File: src/rtl/mult_div_unit.sv
// mult_div_unit
//   Iterative multiply/divide unit for MULT, MULTU, DIV and DIVU. It works on
//   unsigned magnitudes and applies the sign fix-up once, at the end. Results
//   go straight to the register file's HI/LO write ports as one-cycle pulses.
//
// Ports
//   clk, reset_n           clock, asynchronous active-low reset
//   start, op              request and opcode (00 MULT, 01 MULTU, 10 DIV, 11 DIVU)
//   operand_a, operand_b   rs / rt values, sampled together with start
//   abort                  pipeline flush; cancels work in CALC or FIX
//   busy                   high from the cycle after acceptance through WRITE
//   done, HI/LO_write_enable  one-cycle pulses in WRITE
//   HI/LO_write_data       registered result (high word/remainder, low word/quotient)
//
// Build option
//   MDU_SINGLE_CYCLE_MULT_EN  when defined, MULT/MULTU use a single-cycle
//                             multiplier and go from IDLE straight to FIX.
module mult_div_unit (
  input  logic        clk,
  input  logic        reset_n,
  input  logic        start,
  input  logic [1:0]  op,
  input  logic [31:0] operand_a,
  input  logic [31:0] operand_b,
  input  logic        abort,
  output logic        busy,
  output logic        done,
  output logic        HI_write_enable,
  output logic        LO_write_enable,
  output logic [31:0] HI_write_data,
  output logic [31:0] LO_write_data
);

  typedef enum logic [1:0] {S_IDLE, S_CALC, S_FIX, S_WRITE} state_e;

  state_e      state_q;
  logic [4:0]  cnt_q;
  logic        is_div_q;     // op[1] of the accepted request
  logic        neg_q;        // product / quotient must be negated
  logic        rem_neg_q;    // remainder takes the dividend's sign
  logic        div_zero_q;   // divisor was zero
  logic [31:0] raw_a_q;      // raw dividend, returned in HI on divide-by-zero
  logic [31:0] opb_q;        // multiplicand (mult) or divisor (div) magnitude
  logic [31:0] acc_hi_q;     // product high / partial remainder
  logic [31:0] acc_lo_q;     // multiplier->product low / dividend->quotient

  // Request decode: signed ops are the ones with op[0] == 0.
  logic        sgn_a, sgn_b;
  logic [31:0] mag_a, mag_b;
  assign sgn_a = ~op[0] & operand_a[31];
  assign sgn_b = ~op[0] & operand_b[31];
  assign mag_a = sgn_a ? -operand_a : operand_a;
  assign mag_b = sgn_b ? -operand_b : operand_b;

`ifdef MDU_SINGLE_CYCLE_MULT_EN
  logic [63:0] mul_full;
  assign mul_full = {32'd0, mag_a} * {32'd0, mag_b};
`endif

  // Shift-add multiply step: add the multiplicand into the high half when the
  // multiplier LSB is set, then shift the 65-bit {carry,hi,lo} right by one.
  logic [32:0] mul_sum;
  logic [31:0] mul_hi_d, mul_lo_d;
  assign mul_sum  = {1'b0, acc_hi_q} + (acc_lo_q[0] ? {1'b0, opb_q} : 33'd0);
  assign mul_hi_d = mul_sum[32:1];
  assign mul_lo_d = {mul_sum[0], acc_lo_q[31:1]};

  // Restoring divide step: shift the next dividend bit into the remainder,
  // subtract the divisor when it fits. The difference always fits 32 bits
  // when it is used, so the low-word subtraction is enough.
  logic [32:0] div_sh;
  logic        div_ge;
  logic [31:0] div_diff;
  logic [31:0] div_hi_d, div_lo_d;
  assign div_sh   = {acc_hi_q, acc_lo_q[31]};
  assign div_ge   = div_sh >= {1'b0, opb_q};
  assign div_diff = div_sh[31:0] - opb_q;
  assign div_hi_d = div_ge ? div_diff : div_sh[31:0];
  assign div_lo_d = {acc_lo_q[30:0], div_ge};

  // Sign fix-up applied in FIX.
  logic [63:0] prod_d;
  logic [31:0] quot_d, rem_d;
  assign prod_d = neg_q     ? -{acc_hi_q, acc_lo_q} : {acc_hi_q, acc_lo_q};
  assign quot_d = neg_q     ? -acc_lo_q : acc_lo_q;
  assign rem_d  = rem_neg_q ? -acc_hi_q : acc_hi_q;

  always_ff @(posedge clk or negedge reset_n) begin
    if (!reset_n) begin
      state_q         <= S_IDLE;
      cnt_q           <= 5'd0;
      is_div_q        <= 1'b0;
      neg_q           <= 1'b0;
      rem_neg_q       <= 1'b0;
      div_zero_q      <= 1'b0;
      raw_a_q         <= 32'd0;
      opb_q           <= 32'd0;
      acc_hi_q        <= 32'd0;
      acc_lo_q        <= 32'd0;
      busy            <= 1'b0;
      done            <= 1'b0;
      HI_write_enable <= 1'b0;
      LO_write_enable <= 1'b0;
      HI_write_data   <= 32'd0;
      LO_write_data   <= 32'd0;
    end else begin
      done            <= 1'b0;
      HI_write_enable <= 1'b0;
      LO_write_enable <= 1'b0;
      case (state_q)
        S_IDLE: begin
          // abort beats a simultaneous start
          if (start && !abort) begin
            is_div_q   <= op[1];
            neg_q      <= sgn_a ^ sgn_b;
            rem_neg_q  <= sgn_a;
            div_zero_q <= (operand_b == 32'd0);
            raw_a_q    <= operand_a;
            cnt_q      <= 5'd0;
            busy       <= 1'b1;
            if (op[1]) begin
              opb_q    <= mag_b;
              acc_hi_q <= 32'd0;
              acc_lo_q <= mag_a;
              state_q  <= S_CALC;
            end else begin
`ifdef MDU_SINGLE_CYCLE_MULT_EN
              {acc_hi_q, acc_lo_q} <= mul_full;
              state_q              <= S_FIX;
`else
              opb_q    <= mag_a;
              acc_hi_q <= 32'd0;
              acc_lo_q <= mag_b;
              state_q  <= S_CALC;
`endif
            end
          end
        end
        S_CALC: begin
          if (abort) begin
            busy    <= 1'b0;
            state_q <= S_IDLE;
          end else begin
            if (is_div_q) begin
              acc_hi_q <= div_hi_d;
              acc_lo_q <= div_lo_d;
            end else begin
              acc_hi_q <= mul_hi_d;
              acc_lo_q <= mul_lo_d;
            end
            cnt_q <= cnt_q + 5'd1;
            if (cnt_q == 5'd31) state_q <= S_FIX;
          end
        end
        S_FIX: begin
          if (abort) begin
            busy    <= 1'b0;
            state_q <= S_IDLE;
          end else begin
            if (!is_div_q) begin
              HI_write_data <= prod_d[63:32];
              LO_write_data <= prod_d[31:0];
            end else if (div_zero_q) begin
              HI_write_data <= raw_a_q;
              LO_write_data <= 32'hFFFF_FFFF;
            end else begin
              HI_write_data <= rem_d;
              LO_write_data <= quot_d;
            end
            done            <= 1'b1;
            HI_write_enable <= 1'b1;
            LO_write_enable <= 1'b1;
            state_q         <= S_WRITE;
          end
        end
        S_WRITE: begin
          // abort and start are both ignored here
          busy    <= 1'b0;
          state_q <= S_IDLE;
        end
        default: begin
          busy    <= 1'b0;
          state_q <= S_IDLE;
        end
      endcase
    end
  end

endmodule

File: config.mk
export PLATFORM = sky130hd
export DESIGN_NAME = mult_div_unit
export DESIGN_NICKNAME = d
export VERILOG_FILES = /design/src/rtl/mult_div_unit.sv
export SDC_FILE = /design/constraint.sdc
export NUM_CORES = 1
export LEC_CHECK = 0
export BUFFER_PORTS_ARGS = -buffer_cell sky130_fd_sc_hd__buf_2
export CAP_MARGIN = 15
export CORE_MARGIN = 5
export CORE_UTILIZATION = 24
export DETAILED_ROUTE_END_ITERATION = 16
export SKIP_CTS_REPAIR_TIMING = 1
export SYNTH_ARGS = -nofsm -noshare
export SYNTH_HDL_FRONTEND = slang
export SYNTH_SLANG_ARGS = --single-unit
File: constraint.sdc
create_clock -name clk -period 5.1 [get_ports clk]
set_input_delay 1.02 -clock clk [delete_from_list [all_inputs] [get_ports clk]]
set_output_delay 1.02 -clock clk [all_outputs]
set_load 0.05 [all_outputs]
==> results.md <==
* CTS Buffer Depth at 3
* Ys async rst share at 100%
* Most frequent cell after synthesis: a21oi_1
* Layout cells sized above 1 at 14.7%
* Die H at 275 um
* MaxCap Viol Count at 0
* Gr ovfl total at 0
* Post-synthesis cell area at 0.0168 mm2
* WL per Instance at 21.1 um
* Mapped Nets at 2,261
* Post-route minimum period at 4830 ps
* Synthesis-to-finish area growth at 15.3%
* Critical-path top delay cell: and2_1
* Hold Vio Cnt, Final at 0
* Crit path DAT at 5220 ps
* Area of the die at 0.0755 mm2
* Synthesis-stage register bit count at 205
* Post-synth EDFFs at 0
* PD cells at 746 mW/mm2
* Yosys warnings at 0
* Worst r2r src: acc_hi_q[27]
* Mapped Cells at 2,115
* Post-synthesis sequential area ratio at 30.5%
* Crit path max-delay family: compound AO/OA/AOI/OAI gates
* GPL Wtd Cong at 0.975
* Outcome: finished clean
* Cell area after layout at 0.0194 mm2
* Worst Setup SP: acc_hi_q[27]
* First-pass GRT wire length at 99,000 um
* Skew final at 25.8 ps
* CTS tree: built
* Worst vdd ir at 283 uV
* Total track usage at 16.9%
* # rows at 97
* Fmax at 0.207 GHz
* CORE AREA at 0.0698 mm2
* Detailed Routing Iterations Pass 1 at 7
* Vias in the first global route at 15,272
* Crit path cell chain: ha_1, a21oi_1, o21ai_0, a21oi_1, nor2b_1, a311o_1, a211oi_2, and2_1, buf_4, mux2i_1, o21ai_0
* DR DRC count at 0
* Post-Route WL at 66,300 um
* CP Launch Type: flop
* Io pins at 138
* CTS sink cnt at 205
* DRT antenna net count at 0
* Hold path endpoint: HI_write_data[11]
* P_leak at 8.32 nW
* CTS clk-pin slew, worst paths at 70 ps
* Dominant cell type by area after synthesis: dfrtp_1
* PortBufs at 137
* Cell count of the worst reg-to-reg path at 11
* DP Wirelength at 51,100 um
* Post-synth top flop: dfrtp_1
* Synth top cells by count: a21oi_1, nor2_1, dfrtp_1
* Required time worst endpoint at 5500 ps
* Starting Density at 24.1%
* Crit path max fanout at 20
* Class of the worst hold path: flop to flop
* R2r setup slk at 270 ps
* Post-Layout Cell Count at 3,147
* Synth area leaders: dfrtp_1, a21oi_1, ha_1
* Sum Neg Setup Slack at 0 ps
* Worst Hold Depth at 2
* # setup viols final at 0
* Die width at 275 um
* Clk Latency, worst-skew pair at 570 ps
* CTS Buf Count at 26
* Yosys cell types at 77
* Crit path buf inv count at 1
* Vias/cell at 5.22
* Initial antenna violation count at 8
* Tot Pwr at 14.5 mW
* Final nets at 2,328
* Worst-Margin Slew at 1190 ps
* Slowest stage delay, CP at 1020 ps
* Dpl cell area at 0.0185 mm2
* Final core utilization at 27.8%
* Drt first-iter violations at 1,819
* CP Class: flop to flop
* H-tree depth at 1
* RSZ-0062 raised after global routing: false
* Via count at 16,439
* Period utilisation layout at 94.6%
* Slew headroom at 20.3%
* Root Buffer: clkbuf_16
* Syn Area/Cell at 7.95 um2
* R2R Path End: acc_hi_q[9]
* Dpl cells at 3,094
* Largest net degree at the start of global routing at 112
* Share of the synthesized area in the top cell type at 30.5%
* Hold_sp: HI_write_data[11]
* CP Capture Type: flop
* Final Slew Violations at 0
[power by group]
group | leakage, nW | switching (mW) | internal (mW)
sequential | 2.49 | 0.962 | 2.37
clock | 0.441 | 0.767 | 1.13
combinational | 5.39 | 5.95 | 3.28
[worst register-to-register path, delay by kind of cell, from the launching register on]
| kind | cells | cell delay, ps |
|---|---|---|
| compound gates | 6 | 2030 |
| simple gates | 2 | 1090 |
| flops | 1 | 490 |
| buf+inv | 1 | 440 |
| fa+ha+maj | 1 | 370 |
| mux | 1 | 240 |
[kinds of logic (layout without fill, tap and decap cells)]
group                    count (synthesis)  after routing  synth area share, %
other                                    0              6                    0
flip-flops                             205            205                 30.5
adder cells (fa/ha/maj)                 76             76                 5.74
AO/OA/AOI/OAI                          666            666                 24.1
AND/OR/NAND/NOR                        641            641                 17.8
XOR/XNOR                               186            186                 9.68
buffers and inverters                  234            320                 5.41
multiplexers                           107            107                 6.83
[metal layers]
layer	vias up	track usage [%]	wire (um)
li1	7701	-	-
met1	7868	24.0	29300
met2	764	24.0	27000
met3	102	6.38	8080
met4	4	4.12	1880
met5	-	0.513	62
[registers in the layout, summed over array words and instances, names as in the netlist]
name	flops
div_zero_q	1
opb_q	32
rem_neg_q	1
LO_write_data	32
neg_q	1
busy	1
state_q	2
acc_hi_q	32
raw_a_q	32
acc_lo_q	32
HI_write_data	32
LO_write_enable	1
cnt_q	5
is_div_q	1
[metrics by stage]
step	hold slack (ps)	worst slack, ps
2_1_floorplan	445	1600
3_3_place_gp	461	576
3_5_place_dp	467	461
4_1_cts	480	427
5_1_grt	498	63.2
6_report	470	274
[area by class of cell]
class                   count  area [um2]
clock buffers              36         758
clock inverters            11         116
inverters                  84         315
multi-input cells        1676       10800
well taps                 940        1180
diodes                      6        15.0
repair buffers            189        1090
fillers                  7600       50400
flip-flops and latches    205        5130
[cell usage in the layout, fill, tap and decap left out, types with 9 or more instances in the layout]
master / netlist / routed
or3_1: 21 / 21
nand2_1: 188 / 188
nor2_1: 223 / 222
buf_2: 6 / 135
a211oi_1: 38 / 38
a21oi_1: 230 / 228
o211ai_1: 13 / 13
o31ai_1: 30 / 30
or2_2: 10 / 10
inv_1: 83 / 83
or4_1: 11 / 11
dfrtp_1: 205 / 203
nor3b_1: 9 / 9
nand2b_1: 21 / 20
a221oi_1: 9 / 9
a31oi_1: 27 / 27
nand3_1: 30 / 30
mux2i_1: 45 / 45
buf_4: 2 / 53
o21ai_0: 174 / 174
a21o_1: 37 / 37
a22oi_1: 10 / 10
mux2_2: 62 / 62
ha_1: 74 / 73
nor4_1: 17 / 17
nor3_1: 38 / 38
nor2b_1: 14 / 14
xnor2_1: 85 / 85
clkbuf_16: 0 / 26
o221ai_1: 13 / 13
xor2_1: 101 / 101
nand4_1: 12 / 12
and3_1: 13 / 13
[how the worst max path moves through the flow]
stage,to,depth (start not counted)
finish,acc_hi_q[9],11
global route,acc_hi_q[9],11
CTS,acc_hi_q[9],11
detailed placement,acc_hi_q[9],11
global placement,acc_hi_q[9],11
floorplan,opb_q[28],9
No activity file was read; power rests on OpenSTA's default activity.
